--- src/rtl/prog_clk_divider.sv ---
// Multi-channel programmable clock divider with a single shared config slot, applied glitch-free at the channel wrap.
// Latency: clk_out/tick are registered one cycle behind the channel count; config lands at the target channel's wrap edge.
// Backpressure: cfg_ready is low while a config waits in the slot; requests are ignored until the slot drains.
module prog_clk_divider #(
    parameter int WIDTH       = 10,
    parameter int CHANNELS    = 2,
    parameter int DEFAULT_DIV = 1000
) (
    input  logic                                              clk,
    input  logic                                              rst_n,
    input  logic                                              enable,
    input  logic                                              sync,
    input  logic                                              cfg_valid,
    output logic                                              cfg_ready,
    input  logic [((CHANNELS > 1) ? $clog2(CHANNELS) : 1)-1:0] cfg_ch,
    input  logic [WIDTH-1:0]                                  cfg_div,
    input  logic [WIDTH-1:0]                                  cfg_duty,
    output logic [CHANNELS-1:0]                               clk_out,
    output logic [CHANNELS-1:0]                               tick
);

    localparam int CW = (CHANNELS > 1) ? $clog2(CHANNELS) : 1;
    localparam logic [WIDTH-1:0] RST_DIV  = WIDTH'(DEFAULT_DIV);
    localparam logic [WIDTH-1:0] RST_DUTY = WIDTH'(DEFAULT_DIV / 2);

    logic                pending;
    logic [CW-1:0]       sh_ch;
    logic [WIDTH-1:0]    sh_div;
    logic [WIDTH-1:0]    sh_duty;
    logic [CHANNELS-1:0] apply;
    logic                ch_ok;

    assign cfg_ready = ~pending;
    assign ch_ok     = (32'(cfg_ch) < 32'(CHANNELS));

    // Out-of-range channel requests complete the handshake but never occupy the slot.
    always_ff @(posedge clk or negedge rst_n) begin
        if (!rst_n) begin
            pending <= 1'b0;
            sh_ch   <= '0;
            sh_div  <= '0;
            sh_duty <= '0;
        end else if (pending) begin
            if (|apply) begin
                pending <= 1'b0;
            end
        end else if (cfg_valid && ch_ok) begin
            pending <= 1'b1;
            sh_ch   <= cfg_ch;
            sh_div  <= cfg_div;
            sh_duty <= cfg_duty;
        end
    end

    for (genvar i = 0; i < CHANNELS; i++) begin : g_ch
        logic [WIDTH-1:0] count;
        logic [WIDTH-1:0] div;
        logic [WIDTH-1:0] duty;
        logic             out_q;
        logic             tick_q;
        logic             running;
        logic             last;
        logic             hit;

        assign running = enable && (div != '0);
        assign last    = running && (count == div - 1'b1);
        // A stopped or frozen channel has no wrap to wait for, so it takes the slot on the next edge.
        assign hit      = pending && (sh_ch == CW'(i)) && (last || sync || !running);
        assign apply[i] = hit;

        always_ff @(posedge clk or negedge rst_n) begin
            if (!rst_n) begin
                count  <= '0;
                div    <= RST_DIV;
                duty   <= RST_DUTY;
                out_q  <= 1'b0;
                tick_q <= 1'b0;
            end else begin
                if (hit) begin
                    div   <= sh_div;
                    duty  <= sh_duty;
                    count <= '0;
                end else if (sync || last) begin
                    count <= '0;
                end else if (running) begin
                    count <= count + 1'b1;
                end
                tick_q <= last;
                if (enable) begin
                    out_q <= running && (count < duty);
                end
            end
        end

        assign clk_out[i] = out_q;
        assign tick[i]    = tick_q;
    end

endmodule

--- config.mk ---
export PLATFORM = sky130hd
export DESIGN_NAME = prog_clk_divider
export DESIGN_NICKNAME = d
export VERILOG_FILES = /design/src/rtl/prog_clk_divider.sv
export SDC_FILE = /design/constraint.sdc
export NUM_CORES = 1
export LEC_CHECK = 0
export ABC_AREA = 1
export CAP_MARGIN = 20
export CORE_MARGIN = 8
export CORE_UTILIZATION = 43
export CTS_BUF_LIST = sky130_fd_sc_hd__clkbuf_16
export DETAILED_ROUTE_END_ITERATION = 8
export PLACE_DENSITY = 0.62
export SYNTH_ARGS = -nofsm -noshare
export SYNTH_HDL_FRONTEND = slang
export SYNTH_SLANG_ARGS = --single-unit
--- constraint.sdc ---
create_clock -name clk -period 3.45 [get_ports clk]
set_input_delay 0.5175 -clock clk [delete_from_list [all_inputs] [get_ports clk]]
set_output_delay 0.5175 -clock clk [all_outputs]
set_load 0.02 [all_outputs]
==> results of run 1 <==
[worst max-delay path, cell delays in order, from the launching register on]
cell and delay, ns:
sky130_fd_sc_hd__dfrtp_1 0.44, sky130_fd_sc_hd__inv_1 0.17, sky130_fd_sc_hd__ha_1 0.26, sky130_fd_sc_hd__inv_1 0.08, sky130_fd_sc_hd__nand2_1 0.08, sky130_fd_sc_hd__nand2_1 0.06
sky130_fd_sc_hd__nand2_1 0.05, sky130_fd_sc_hd__nand2_1 0.05, sky130_fd_sc_hd__nor2_1 0.09, sky130_fd_sc_hd__nand3_1 0.08, sky130_fd_sc_hd__nor2_1 0.15, sky130_fd_sc_hd__nand2_2 0.11
sky130_fd_sc_hd__nand3_4 0.13, sky130_fd_sc_hd__nand2_4 0.31, sky130_fd_sc_hd__nand2_1 0.19, sky130_fd_sc_hd__o21ai_2 0.07
[cells by family (layout without fill, tap and decap cells)]
logic type	after synthesis	after routing	synth area share [%]
mux	1	1	0.230
flops	86	86	44.6
xor+xnor	25	25	4.48
compound gates	97	97	12.2
simple gates	258	258	22.3
buf+inv	111	143	10.1
fa+ha+maj	24	24	6.14
[synthesized netlist by cell type (2+ instances only)]
library cell / count
sky130_fd_sc_hd__nor2_1: 68
sky130_fd_sc_hd__nor3_1: 4
sky130_fd_sc_hd__ha_1: 24
sky130_fd_sc_hd__o22ai_1: 13
sky130_fd_sc_hd__nand4_1: 7
sky130_fd_sc_hd__o21ai_2: 21
sky130_fd_sc_hd__nand2_4: 2
sky130_fd_sc_hd__nand3_2: 2
sky130_fd_sc_hd__inv_1: 94
sky130_fd_sc_hd__dfrtp_1: 62
sky130_fd_sc_hd__xor2_1: 17
sky130_fd_sc_hd__nor2_2: 5
sky130_fd_sc_hd__xnor2_1: 8
sky130_fd_sc_hd__buf_4: 4
sky130_fd_sc_hd__clkbuf_1: 4
sky130_fd_sc_hd__a21oi_1: 30
sky130_fd_sc_hd__nand3_1: 25
sky130_fd_sc_hd__dfstp_2: 24
sky130_fd_sc_hd__o21ai_1: 19
sky130_fd_sc_hd__o21ai_0: 10
sky130_fd_sc_hd__nand2_1: 141
sky130_fd_sc_hd__buf_6: 8
[report_power, final]
part	total (mW)	switching, mW	leakage, nW	internal, mW
clock	0.940	0.384	0.144	0.556
sequential	1.77	0.279	1.01	1.49
combinational	1.74	1.09	1.55	0.643
total	4.45	1.76	2.71	2.69
[routing by layer]
metal | wire [µm] | global-route usage, % | part of all wire, % | vias up
met5 | 0 | 0 | 0 | -
met4 | 172 | 5.33 | 1.6 | 0
met3 | 503 | 4.19 | 4.7 | 16
met2 | 5020 | 25.1 | 47 | 72
met1 | 4920 | 18.5 | 46 | 1760
li1 | - | - | - | 1964
[sequential cells by signal (all words and copies together), names as in the netlist, 2 cells and up]
name	count
g_ch.count	20
g_ch.div	20
g_ch.duty	20
sh_div	10
sh_duty	10
g_ch.out_q	2
g_ch.tick_q	2
[per-stage QoR]
| step | setup WS [ns] | power (mW) | utilization [%] | cells | cell area (µm²) |
|---|---|---|---|---|---|
| after floorplan | 1.55 | 3.15 | - | 602 | 4890 |
| after global placement | 1.01 | 3.48 | 46.5 | 760 | 5240 |
| after detailed placement | 0.903 | 3.54 | 46.5 | 760 | 5240 |
| after CTS | 0.987 | 4.51 | 49.1 | 776 | 5530 |
| after global routing | 0.767 | 4.84 | 49.3 | 777 | 5560 |
| final | 1.00 | 4.45 | 49.3 | 777 | 5560 |
[worst min-delay path by stage]
| stage | from | to | cells after the start |
|---|---|---|---|
| 6_report | rst_n | g_ch[0].duty[0] | 1 |
| 3_3_place_gp | g_ch[1].duty[6] | g_ch[1].duty[6] | 2 |
| 4_1_cts | rst_n | g_ch[0].count[2] | 1 |
| 5_1_grt | rst_n | g_ch[0].duty[0] | 1 |
| 3_5_place_dp | g_ch[1].duty[6] | g_ch[1].duty[6] | 2 |
| 2_1_floorplan | rst_n | g_ch[0].count[0] | 0 |
[final cells by class]
cell class,instances,area [µm²]
Fill cell,1083,5710
Multi-Input combinational cell,405,2210
Sequential cell,86,2180
Inverter,95,357
Timing Repair Buffer,32,333
Clock buffer,9,225
Tap cell,143,179
Clock inverter,7,67.6
[cell usage in the layout (no fill, tap or decap), drive strengths merged, types with 13 or more instances in the layout]
| cell | instances |
|---|---|
| o22ai | 13 |
| nand3 | 28 |
| ha | 24 |
| o21ai | 50 |
| dfstp | 24 |
| xor2 | 17 |
| nor2 | 74 |
| inv | 96 |
| nand2 | 144 |
| dfrtp | 62 |
| clkdlybuf4s50 | 29 |
| a21oi | 30 |
==> results.yml, run 1 <==
setup_path:
  worstPathMaxFanout: 41
  worstReg2RegEnd: "g_ch[0].duty[1]"
  worst-endpoint-required_ns: 3.66
  worst-r2r-setup-slack_ns: 1.00
  critPathKind: "flop to flop"
  timing.critical_path.arrival_ns: 2.66
  cp-end-kind: "flop"
  reg2reg_from: "g_ch[0].div[0]"
  crit_start: "g_ch[0].div[0]"
  number_of_cells_traversed_by_the_worst_register_to_register_path: 15
  crit_end: "g_ch[0].duty[1]"
  cp-start-kind: "flop"
clock_network:
  cts_tree: "yes"
  cts_sinks: 86
  hold_buffers: 0
  worst_setup_hold_path_clk_slew_ns: 0.06
  post_cts_gate_resize_count: 0
  clockRootBuffer: "sky130_fd_sc_hd__clkbuf_16"
  worst_skew_pair.late_latency_ns: 0.34
  cts-htree-levels: 3
  clockBufferDepth: 2
  cts_made_buffers: 9
  postCtsSetupRepairBufs: 0
floorplan:
  die_width_um: 123
  pin_count: 31
  initial_core_util_pct: 43.4
  die_height_um: 123
  coreArea_um2: 11300
  row_count: 39
  dieArea_um2: 15000
timing:
  layout_worst_path_cycle_share_pct: 71.0
  fin_setup_tns_ns: 0
  period_minus_slack_ns: 2.45
  worst_hold_slack_ns: 0.118
  final-hold-violation-count: 0
  final.setup_skew_ns: 0.00787
  report.final.slew_viol_count: 0
  max_slew_margin_pct: 57.0
  grt_setup_unrepaired: "no"
  fmaxAchievable_mhz: 408
  worst_max_slew_pin_slew_ns: 0.644
  setup_viol_count_final: 0
route:
  route.antenna.remaining_nets: 0
  drt_first_iter_violations: 197
  firstDrtPassIters: 4
  dr_vias: 3812
  routed_via_count_divided_by_cell_count: 4.91
  drcViolationCount: 0
  wl_per_cell_um: 13.7
  routed_wire_length_um: 10600
yosys:
  yosysWarningCount: 0
  syn_area_um2: 4890
  primary_flip_flop_cell_chosen_by_synthesis_mapping: "sky130_fd_sc_hd__dfrtp_1"
  synth_area_per_cell_um2: 8.12
  ys_top_cells_by_area: "sky130_fd_sc_hd__dfrtp_1 (32%), sky130_fd_sc_hd__dfstp_2 (13%), sky130_fd_sc_hd__nand2_1 (11%)"
  synth-edff-count: 0
  synth.top_cell.area_share_pct: 31.7
  seq_area_frac_synth_pct: 44.6
  postSynthRegisterBits: 86
  postSynth.asyncResetShare_pct: 100
  yosys.cell_types.count: 32
  synth_top_cell_by_area: "sky130_fd_sc_hd__dfrtp_1"
  postSynthNetCount: 652
  synthesis.instances: 602
global_route:
  grt_antenna_before_repair: 0
  groute.usage.overall_pct: 15.1
  grt_first_pass_wirelength_um: 18000
  global_route.overflow_total: 0
  first_global_vias: 3819
  pin_count_of_the_biggest_net_entering_global_routing: 87
place:
  dp.final_hpwl_um: 8020
  routabilityCongestion: 0.868
  port_buffers: 30
final_layout:
  n_antenna_cell: 0
  area.growth.synth_to_final_pct: 13.7
  design.final.nets: 679
  drive_gt1_share_pct: 12.1
power_and_ir_drop:
  power_density_nw_per_um2: 801
  pleak_nw: 2.71
  vdd.ir_drop.worst_v: 0.000448
run:
  drv.max_cap_violation_count: 0
run_status:
  status: "finished, final reports clean"
worst_hold_path:
  timing.hold.worst.class: "input pin to asynchronous set/reset pin"
(Power assumes the default switching activity.)
==> run 2: changes to the inputs <==
- clock period: 3.45 -> 2.4 ns (I/O delays scaled with it)
==> results.yml, run 2 (synthesis gave the netlist of run 1 again) <==
run_status:
  status: "finished, final reports clean"
final_layout:
  fin_util_pct: 50.7
  leading_cell_type_in_the_layout_fill_and_taps_excluded: "sky130_fd_sc_hd__nand2_1"
  design.final.nets: 692
  n_antenna_cell: 0
  area.growth.synth_to_final_pct: 16.8
  reg.largest.list: "g_ch.count x20, g_ch.div x20, g_ch.duty x20"
  layout_common_cells: "sky130_fd_sc_hd__nand2_1 (141), sky130_fd_sc_hd__inv_1 (93), sky130_fd_sc_hd__nor2_1 (68)"
  layout.cell_area.non_filler_um2: 5710
  layoutNonFillerInstCount: 790
  drive_gt1_share_pct: 14.5
global_route:
  pin_count_of_the_biggest_net_entering_global_routing: 46
  grt_most_used_layer: "met2"
  use_met3_pct: 4.14
  groute.usage.overall_pct: 15.4
  grt_util_met1_pct: 19.5
  grt_first_pass_wirelength_um: 18300
  global_route.overflow_total: 0
  grt_use_met2_pct: 24.9
  grt_antenna_before_repair: 0
  first_global_vias: 3864
route:
  firstDrtPassIters: 4
  wl_per_cell_um: 13.7
  routed_via_count_divided_by_cell_count: 4.95
  dr_vias: 3907
  routed_wire_length_um: 10800
  drcViolationCount: 0
  drt_first_iter_violations: 162
  route.antenna.remaining_nets: 0
place:
  dp.final_hpwl_um: 8040
  port_buffers: 30
  dpl.cell_count: 765
  routabilityCongestion: 0.871
  placed_area_um2: 5300
floorplan:
  initial_core_util_pct: 43.4
  die_height_um: 123
  die_width_um: 123
  coreArea_um2: 11300
  pin_count: 31
  dieArea_um2: 15000
  row_count: 39
run:
  drv.max_cap_violation_count: 0
power_and_ir_drop:
  power_density_nw_per_um2: 1150
  internal_power_mw: 3.95
  vdd.ir_drop.worst_v: 0.000477
  p_comb_share_pct: 40.1
  p_total_mw: 6.59
  switching_power_mw: 2.64
  power_frac_clock_pct: 21.3
  switching_share_pct: 40.0
  p_seq_share_pct: 38.6
  pleak_nw: 2.76
setup_path:
  reg2reg_from: "g_ch[1].div[0]"
  timing.critical_path.arrival_ns: 2.42
  critical-path-slowest-cell: "sky130_fd_sc_hd__dfrtp_1"
  cp-start-kind: "flop"
  critPathKind: "flop to flop"
  cp-end-kind: "flop"
  timing.critical_path.cells: "inv_1 -> ha_1 -> inv_1 -> nand2_1 -> nand2_1 -> nor2_1 -> nand2_1 -> nor2_1 -> nand2_1 -> nor2_1 -> nand3_2 -> nand3_4 -> nand2_8 -> nand2_1 -> o21ai_1"
  crit_end: "g_ch[1].div[2]"
  worstPathMaxFanout: 41
  critical_path.n_buffers_inverters: 2
  worstReg2RegEnd: "g_ch[1].div[2]"
  crit_start: "g_ch[1].div[0]"
  worst-r2r-setup-slack_ns: 0.20
  number_of_cells_traversed_by_the_worst_register_to_register_path: 15
  cpPeakStageDelay_ns: 0.39
  worst-endpoint-required_ns: 2.62
  path_depth: 15
  critical-path-top-cell-by-count: "sky130_fd_sc_hd__nand2_1"
  critical_path.top_delay_family: "simple AND/OR/NAND/NOR gates"
clock_network:
  worst_setup_hold_path_clk_slew_ns: 0.06
  hold_buffers: 0
  cts_tree: "yes"
  cts_made_buffers: 9
  worst_skew_pair.late_latency_ns: 0.35
  clockBufferDepth: 2
  clockRootBuffer: "sky130_fd_sc_hd__clkbuf_16"
  cts_sinks: 86
  cts-htree-levels: 3
timing:
  setup_viol_count_final: 0
  final.setup_skew_ns: 0.00836
  fmaxAchievable_mhz: 455
  period_minus_slack_ns: 2.20
  worst_max_slew_pin_slew_ns: 0.782
  max_slew_margin_pct: 47.7
  worst_hold_slack_ns: 0.00917
  final-hold-violation-count: 0
  report.final.slew_viol_count: 0
  layout_worst_path_cycle_share_pct: 91.6
worst_hold_path:
  timing.hold.worst.class: "input pin to asynchronous set/reset pin"
## run 2: changes by cell type in the layout (fill, tap and decap cells not counted), sizes merged
cell	previous run	this run
buf	3	15
clkinv	4	2
clkinvlp	1	3
nand2	144	145
## run 2: per-stage QoR
| step | setup slack, ns | TNS (ns) |
|---|---|---|
| after global placement | 0.0142 | 0 |
| after CTS | 0.0489 | 0 |
| after detailed placement | -0.000111 | -0.000111 |
| after floorplan | 0.500 | 0 |
| final | 0.201 | 0 |
| after global routing | -0.0549 | -0.239 |
## run 2: how the worst min path moves through the flow
| stage | endpoint | slack (ns) | start | cells after the start |
|---|---|---|---|---|
| after floorplan | g_ch[0].count[0] | 0.06 | rst_n | 0 |
| after global placement | sh_duty[8] | 0.40 | rst_n | 1 |
| after detailed placement | g_ch[0].duty[9] | 0.40 | rst_n | 1 |
| after CTS | g_ch[0].duty[3] | 0.03 | rst_n | 1 |
| after global routing | sh_duty[3] | 0.06 | rst_n | 1 |
| final | sh_duty[9] | 0.009 | rst_n | 1 |
## run 2: timing repair
item	CTS	global route
setup buffers	0	8
gates cloned	0	1
gates resized for setup	1	6
pin swaps	0	4
setup endpoints to repair	2	45
## run 2: layer usage
layer  routed length, µm  part of all wire [%]
met4                 225                   2.1
met2                4990                    46
met5                   0                     0
met3                 471                   4.4
met1                5110                    47
## run 2: final cells by class
cell class | count | area [µm²]
Fill cell | 1062 | 5560
Multi-Input combinational cell | 406 | 2270
Sequential cell | 86 | 2180
Timing Repair Buffer | 44 | 428
Inverter | 95 | 357
Clock buffer | 9 | 225
Tap cell | 143 | 179
Clock inverter | 7 | 73.8
## run 2: power by group through the flow
stage / combinational, mW / sequential [mW] / clock, mW
floorplan: 2.10 / 2.44 / 0
global placement: 2.48 / 2.56 / 0
detailed placement: 2.55 / 2.57 / 0
CTS: 2.56 / 2.55 / 1.44
global route: 3.06 / 2.63 / 1.50
finish: 2.64 / 2.54 / 1.41
## run 2: worst register-to-register path, stage by stage, from the launching register on
cell and delay (ns):
sky130_fd_sc_hd__dfrtp_1 0.39, sky130_fd_sc_hd__inv_1 0.10, sky130_fd_sc_hd__ha_1 0.31, sky130_fd_sc_hd__inv_1 0.05
sky130_fd_sc_hd__nand2_1 0.05, sky130_fd_sc_hd__nand2_1 0.05, sky130_fd_sc_hd__nor2_1 0.10, sky130_fd_sc_hd__nand2_1 0.06
sky130_fd_sc_hd__nor2_1 0.09, sky130_fd_sc_hd__nand2_1 0.06, sky130_fd_sc_hd__nor2_1 0.14, sky130_fd_sc_hd__nand3_2 0.15
sky130_fd_sc_hd__nand3_4 0.17, sky130_fd_sc_hd__nand2_8 0.17, sky130_fd_sc_hd__nand2_1 0.12, sky130_fd_sc_hd__o21ai_1 0.07
==> run 3: changes to the inputs <==
- PLACE_DENSITY: 0.62 -> 0.61
==> results.yml, run 3 (synthesis gave the netlist of run 1 again) <==
final_layout:
  area.growth.synth_to_final_pct: 17.8
  reg.largest.list: "g_ch.count x20, g_ch.div x20, g_ch.duty x20"
  layout_common_cells: "sky130_fd_sc_hd__nand2_1 (141), sky130_fd_sc_hd__inv_1 (93), sky130_fd_sc_hd__nor2_1 (68)"
  layoutNonFillerInstCount: 791
  multi_input_comb_area_um2: 2290
  design.final.nets: 693
  area.sequential_um2: 2180
  layout.cell_area.non_filler_um2: 5760
  final.fill_count: 1059
  drive_gt1_share_pct: 14.2
  leading_cell_type_in_the_layout_fill_and_taps_excluded: "sky130_fd_sc_hd__nand2_1"
  n_antenna_cell: 0
setup_path:
  cp-end-kind: "flop"
  cp-start-kind: "flop"
  critPathKind: "flop to flop"
  timing.critical_path.arrival_ns: 2.46
  worst-endpoint-required_ns: 2.67
  number_of_cells_traversed_by_the_worst_register_to_register_path: 16
  worstPathMaxFanout: 20
timing:
  final.setup_skew_ns: 0.00918
  fmaxAchievable_mhz: 457
  fin_setup_tns_ns: 0
  worst_max_slew_pin_slew_ns: 0.730
  report.final.slew_viol_count: 0
  final-hold-violation-count: 0
  layout_worst_path_cycle_share_pct: 91.2
  max_slew_margin_pct: 51.1
  worst_hold_slack_ns: 0.477
  setup_viol_count_final: 0
  period_minus_slack_ns: 2.19
  setup_ws_ns: 0.211
power_and_ir_drop:
  power_density_nw_per_um2: 1160
  vdd.ir_drop.worst_v: 0.000496
  pleak_nw: 2.78
floorplan:
  row_count: 39
  die_width_um: 123
  dieArea_um2: 15000
  pin_count: 31
  initial_core_util_pct: 43.4
  coreArea_um2: 11300
  die_height_um: 123
global_route:
  use_met3_pct: 3.54
  grt_most_used_layer: "met2"
  grt_antenna_before_repair: 0
  grt_first_pass_wirelength_um: 18300
  first_global_vias: 3790
  global_route.overflow_total: 0
  grt_util_met1_pct: 20.1
  grt_use_met2_pct: 24.4
  groute.usage.overall_pct: 15.6
  pin_count_of_the_biggest_net_entering_global_routing: 42
clock_network:
  clockRootBuffer: "sky130_fd_sc_hd__clkbuf_16"
  worst_skew_pair.late_latency_ns: 0.35
  cts_tree: "yes"
  worst_setup_hold_path_clk_slew_ns: 0.06
  cts_sinks: 86
  cts_made_buffers: 9
  clockBufferDepth: 2
  cts-htree-levels: 3
route:
  dr_vias: 3902
  firstDrtPassIters: 4
  wl_per_cell_um: 14.2
  drcViolationCount: 0
  drt_first_iter_violations: 261
  routed_wire_length_um: 11200
  routed_via_count_divided_by_cell_count: 4.93
  route.antenna.remaining_nets: 0
place:
  dp.final_hpwl_um: 8270
  dpl.cell_count: 766
  routabilityCongestion: 0.885
  port_buffers: 30
  placed_area_um2: 5300
  pre_cts_slack_ns: -0.0109
run:
  drv.max_cap_violation_count: 0
worst_hold_path:
  timing.hold.worst.class: "flop to flop"
  hold_path_depth: 2
run_status:
  status: "finished, final reports clean"
run 3: changes by cell type in the layout (fill, tap and decap cells not counted), sizes merged:
cell | previous run | this run
clkinvlp | 3 | 1
buf | 15 | 14
bufinv | 1 | 2
clkinv | 2 | 3
dlygate4sd3 | 0 | 1
nand2 | 145 | 146
run 3: final timing paths:
path	from	end	slack [ns]
worst max register to register	g_ch[1].div[0]	g_ch[1].div[8]	0.21
worst min-delay path	g_ch[1].duty[7]	g_ch[1].duty[7]	0.48
max in group asynchronous	rst_n	g_ch[1].duty[8]	1.27
worst max-delay path	g_ch[1].div[0]	g_ch[1].div[8]	0.21
worst min register to register	g_ch[1].duty[7]	g_ch[1].duty[7]	0.48
min in group asynchronous	rst_n	g_ch[0].count[8]	0.49
run 3: final cells by class:
cell class,instances,share of cell area [%]
clock inverter,7,1.52
timing repair buffer,44,7.69
multi-input combinational,407,39.7
sequential,86,37.9
inverter,95,6.19
clock buffer,9,3.91
tap,143,3.11
run 3: metal layers:
| metal | vias up | wire length, µm |
|---|---|---|
| met5 | - | 0 |
| met4 | 0 | 264 |
| met3 | 19 | 454 |
| met2 | 71 | 5210 |
| met1 | 1826 | 5290 |
| li1 | 1986 | - |
run 3: critical path, stage by stage, from the launching register on:
cell                      delay [ns]
sky130_fd_sc_hd__dfrtp_1        0.38
sky130_fd_sc_hd__inv_1          0.11
sky130_fd_sc_hd__ha_1           0.32
sky130_fd_sc_hd__inv_1          0.04
sky130_fd_sc_hd__nand2_1        0.05
sky130_fd_sc_hd__nand2_1        0.05
sky130_fd_sc_hd__nor2_1         0.11
sky130_fd_sc_hd__nand2_1        0.06
sky130_fd_sc_hd__nor2_1         0.08
sky130_fd_sc_hd__nand2_1        0.06
sky130_fd_sc_hd__nor2_1         0.12
sky130_fd_sc_hd__nand3_2        0.14
sky130_fd_sc_hd__nand3_4        0.18
sky130_fd_sc_hd__buf_12         0.13
sky130_fd_sc_hd__nand2_8        0.11
sky130_fd_sc_hd__nand2_1        0.11
sky130_fd_sc_hd__o21ai_1        0.07
run 3: stage by stage:
step                      power, mW  utilization, %
after floorplan                4.53               -
after global placement         5.03            47.0
after detailed placement       5.12            47.0
after CTS                      6.65            49.9
after global routing           7.27            51.1
final                          6.71            51.1
run 3: where the power goes:
group          switching [mW]  internal [mW]  total, mW
logic                    1.67          0.995       2.67
registers               0.399           2.15       2.54
clock network           0.591          0.905       1.50
run 3: repair_timing:
item | in CTS | in global routing
setup endpoints to repair | 10 | 50
hold buffers | 1 | 0
resized for setup | 1 | 7
buffers inserted | 0 | 6
pin swaps | 0 | 3
cloned | 0 | 2
endpoints found under the hold margin | 21 | 0
